==> src/rtl/onehot_step_decoder.sv <==
// Position register with IDLE/ACTIVE/EXHAUSTED sequencing and a gated one-hot decode.
// Commands resolve as clear > load > step; out-of-range loads are rejected with a pulse.
module onehot_step_decoder #(
  parameter int N     = 8,
  parameter int IDX_W = 3
) (
  input  logic             clk_i,
  input  logic             rst_i,
  input  logic             enable_i,
  input  logic             clear_i,
  input  logic             load_i,
  input  logic [IDX_W-1:0] load_idx_i,
  input  logic             step_i,
  output logic [IDX_W-1:0] idx_o,
  output logic [0:N-1]     onehot_o,
  output logic             valid_o,
  output logic             exhausted_o,
  output logic             load_err_o
);

  typedef enum logic [1:0] {
    IDLE      = 2'd0,
    ACTIVE    = 2'd1,
    EXHAUSTED = 2'd2
  } state_e;

  // Highest legal position; stays IDX_W wide even when N == 2**IDX_W.
  localparam logic [IDX_W-1:0] LAST_IDX = IDX_W'(N - 1);
  localparam logic [IDX_W-1:0] ZERO_IDX = {IDX_W{1'b0}};
  localparam logic [IDX_W-1:0] ONE_IDX  = IDX_W'(1);

  state_e           state_q, state_d;
  logic [IDX_W-1:0] idx_q, idx_d;
  logic             load_err_q, load_err_d;
  logic             load_ok_s;

  assign load_ok_s = (load_idx_i <= LAST_IDX);

  // Next-state and next-index selection for one command per cycle.
  always_comb begin
    state_d    = state_q;
    idx_d      = idx_q;
    load_err_d = 1'b0;
    if (clear_i) begin
      state_d = IDLE;
      idx_d   = ZERO_IDX;
    end else if (load_i) begin
      if (load_ok_s) begin
        state_d = ACTIVE;
        idx_d   = load_idx_i;
      end else begin
        load_err_d = 1'b1;
      end
    end else if (step_i) begin
      case (state_q)
        IDLE: begin
          state_d = ACTIVE;
          idx_d   = ZERO_IDX;
        end
        ACTIVE: begin
          if (idx_q == LAST_IDX) begin
            state_d = EXHAUSTED;
            idx_d   = ZERO_IDX;
          end else begin
            state_d = ACTIVE;
            idx_d   = idx_q + ONE_IDX;
          end
        end
        EXHAUSTED: begin
          state_d = EXHAUSTED;
          idx_d   = idx_q;
        end
        default: begin
          state_d = IDLE;
          idx_d   = ZERO_IDX;
        end
      endcase
    end else begin
      state_d = state_q;
      idx_d   = idx_q;
    end
  end

  // State, index and error-pulse registers.
  always_ff @(posedge clk_i or posedge rst_i) begin
    if (rst_i) begin
      state_q    <= IDLE;
      idx_q      <= ZERO_IDX;
      load_err_q <= 1'b0;
    end else begin
      state_q    <= state_d;
      idx_q      <= idx_d;
      load_err_q <= load_err_d;
    end
  end

  // Decode is combinational so that enable gates the output within the same cycle.
  always_comb begin
    onehot_o = {N{1'b0}};
    for (int i = 0; i < N; i++) begin
      onehot_o[i] = enable_i && (state_q == ACTIVE) && (idx_q == IDX_W'(i));
    end
  end

  assign idx_o       = idx_q;
  assign valid_o     = (state_q == ACTIVE);
  assign exhausted_o = (state_q == EXHAUSTED);
  assign load_err_o  = load_err_q;

endmodule

==> config.mk <==
export PLATFORM = sky130hd
export DESIGN_NAME = onehot_step_decoder
export DESIGN_NICKNAME = d
export VERILOG_FILES = /design/src/rtl/onehot_step_decoder.sv
export SDC_FILE = /design/constraint.sdc
export NUM_CORES = 1
export LEC_CHECK = 0
export CAP_MARGIN = 20
export CORE_UTILIZATION = 30
export DETAILED_ROUTE_END_ITERATION = 16
export GPL_ROUTABILITY_DRIVEN = 0
export PLACE_DENSITY = 0.66
export SLEW_MARGIN = 40
export SYNTH_ARGS = -nofsm -noshare
export SYNTH_HDL_FRONTEND = slang
export SYNTH_SLANG_ARGS = --single-unit
==> constraint.sdc <==
create_clock -name clk_i -period 2.2 [get_ports clk_i]
set_input_delay 0.44 -clock clk_i [delete_from_list [all_inputs] [get_ports clk_i]]
set_output_delay 0.44 -clock clk_i [all_outputs]
set_load 0.01 [all_outputs]
==> metrics.md <==
| Metric | Value |
|---|---|
| Grt total ovfl | 0 |
| Commonest non-fill, non-tap cell in the layout | clkdlybuf4s50_1 |
| Mean post-synth cell area | 9.06 sq um |
| Initial DRC count | 8 |
| Sw Pwr | 78.1 uW |
| CP top delay family | buffers and inverters |
| Largest net degree at the start of global routing | 10 |
| Worst hold margin | 0.406 ns |
| Setup tns final | 0 ns |
| Post-route DRC | 0 |
| Post-DR wirelength/cell | 10.5 um |
| Critical path data required time | approximately 1.8 ns |
| Synth top area cells | dfrtp_1, ha_1, and3_1, a21oi_1, inv_1 |
| Yosys cell types | 21 |
| Max frequency | 472 MHz |
| Status | finished, final reports clean |
| Final nets | between 100 and 150 |
| Flop pwr share | 39.5% |
| Area fraction of the dominant cell type after synthesis | 30.7% |
| CTS tree | built |
| DIE AREA | between 1500 and 2000 sq um |
| CTS max path bufs | 2 |
| Most frequent CP cell | clkdlybuf4s50_1 |
| Die W | 42.4 um |
| Crit path kind | in -> out |
| H-tree levels | 1 |
| Post-Route Utilization | 54.1% |
| Final Hold Fails | 0 |
| Yosys reg bits | 6 |
| Initial antenna violation count | 0 |
| Cells after synthesis | 54 |
| Cell area after layout | 815 sq um |
| IR drop worst, VDD | 269 uV |
| Ports | 23 |
| Power Density | 377 nW/um^2 |
| Clock sink count | 6 |
| CP Cell Sequence | clkdlybuf4s50_1, buf_4, and3_1, clkdlybuf4s50_1 |
| Most frequent cells in the layout | clkdlybuf4s50_1, and3_1, buf_4 |
| XOR/XNOR share of the synthesized area | 0% |
| CTS hold repair buffers | 0 |
| Area leader, netlist | dfrtp_1 |
| Clock Power Share | 32.2% |
| First-pass DRT Iterations | 4 |
| Worst-path maximum fanout | 2 |
| Vias post-DR | roughly 480 |
| Worst path arrival time | 1.68 ns |
| Largest family of logic cells by synthesized area | simple AND/OR/NAND/NOR gates |
| Post-synthesis sequential area ratio | a little under a third |
| Critical Path Start Type | input pin |
| Cell internal pwr | 229 uW |
| FF-to-FF setup slack | 0.54 ns |
| CP endpoint kind | output port |
| GR Util All Layers | 13.7% |
| Buf+Inv Stages, Crit Path | 3 |
| Layout Cells excl Fill | 101 |
| Initial Util | 32.5% |
| Comb pwr share | 28.3% |
| Port Buffers | 22 |
| Syn nets | 70 |
| Syn-to-layout area delta | 66.5% |
| Slew Viols, Final | 0 |
| First-pass GRT wire length | 1.86 mm |
| Max-cap violation count | 0 |
| Post-Synth Simple-Gate Area | 26.3% |
| Lkg Pwr | 0.000508 uW |
| Layout fillers | 143 |
| Max stage delay on crit path | 0.52 ns |
| Dpl hpwl | slightly below 900 um |
| Final min period | 2.12 ns |
| Core area | between 1500 and 2000 sq um |
| Diode count | 0 |
| Area of placed instances | 741 sq um |
| Post-synthesis adder-cell area fraction | 17.9% |
| CP max-delay cell | clkdlybuf4s50_1 |
| Final Setup Violations | 0 |
| Die Ht | 42.4 um |
| Root buf cell | clkbuf_4 |
| Antenna-violating nets left | 0 |
| Clk slew on worst S/H paths | 0.04 ns |
| Multiplexer area fraction after synthesis | between 2 and 2.5% |
| Vias in the first global route | 465 |
| Clock buffer count from CTS | 3 |
| Share of layout cells above drive strength 1 | 16.5% |
| Dpl cells | 94 |
| Vias per cell | approximately 4.8 |
| Compound-cell area share of the yosys netlist | 15.9% |
| RSZ-0062 raised after global routing | false |
| Layout Skew | 0.00459 ns |
| Worst-Skew Late Latency | 0.24 ns |
| Part of the cycle the worst path needs | a little over nine tenths |
| Synth warnings | 0 |
| Switching Fraction | roughly a quarter |
| Final wirelength | 1.06 mm |
| Mapped cell area | 489 sq um |
| Num rows | 14 |
| HP Class | in -> async |
state kept, by name (all words and copies together) (netlist names):
| name | count |
|---|---|
| load_err_o | 1 |
| idx_o | 3 |
| state_q | 2 |
per-layer routing:
metal	part of all wire, %	global-route usage (%)	vias up
met4	1.1	7.50	0
met2	49	24.3	19
met5	0	0	-
met3	7.3	3.02	2
li1	-	-	257
met1	42	15.0	204
synthesized netlist by cell type, drive strengths merged:
| cell type | number |
|---|---|
| nor3 | 1 |
| inv | 5 |
| nor3b | 1 |
| and4b | 1 |
| or4b | 1 |
| o31ai | 2 |
| and3 | 8 |
| o211ai | 2 |
| buf | 1 |
| nor2b | 2 |
| nor2 | 2 |
| a21oi | 5 |
| and2 | 1 |
| ha | 7 |
| a22oi | 2 |
| mux2 | 1 |
| dfrtp | 6 |
| conb | 1 |
| nand2 | 3 |
| and2b | 1 |
| o21a | 1 |
cell families (layout without fill, tap and decap cells):
family | after synthesis | count (layout)
buffers and inverters | 6 | 37
DFF | 6 | 6
and+or+nand+nor | 21 | 21
muxes | 1 | 1
other | 1 | 1
AOI/OAI and AO/OA | 12 | 12
adders and majority gates | 7 | 7
power by group through the flow:
stage / Clock (uW) / Combinational [uW] / Sequential, uW
CTS: 105 / 86.5 / 122
detailed placement: 0 / 78.2 / 125
global route: 110 / 97.7 / 122
floorplan: 0 / 32.3 / 127
global placement: 0 / 77.0 / 125
finish: 98.8 / 87.0 / 121
worst paths after layout:
| path | startpoint | end | cells after the start |
|---|---|---|---|
| max reg2reg | idx_o[0] | idx_o[2] | 5 |
| min in group clk_i | idx_o[2] | idx_o[2] | 1 |
| max in group asynchronous | rst_i | state_q[1] | 2 |
| max | enable_i | onehot_o[3] | 4 |
| min reg2reg | idx_o[2] | idx_o[2] | 1 |
| min | rst_i | idx_o[1] | 2 |
stage by stage:
| stage | setup slack [ns] | total power, uW |
|---|---|---|
| after CTS | 0.00411 | 313 |
| after global routing | 0.0201 | 330 |
| final | 0.0805 | 307 |
| after floorplan | 0.501 | 159 |
| after detailed placement | -0.0528 | 203 |
| after global placement | -0.0177 | 202 |
layout make-up:
type                    instances  area, sq um  area share [%]
multi-input cells              42          317            38.9
well taps                      16         20.0            2.46
repair buffers                 29          287            35.2
clock buffers                   3         22.5            2.76
flip-flops and latches          6          150            18.4
inverters                       5         18.8            2.30
what timing repair did:
action | 4_1_cts | 5_1_grt
buffers inserted | 3 | 1
endpoints found under the setup margin | 7 | 7
resized for setup | 2 | 8
Power figures use the tool's default switching activity.
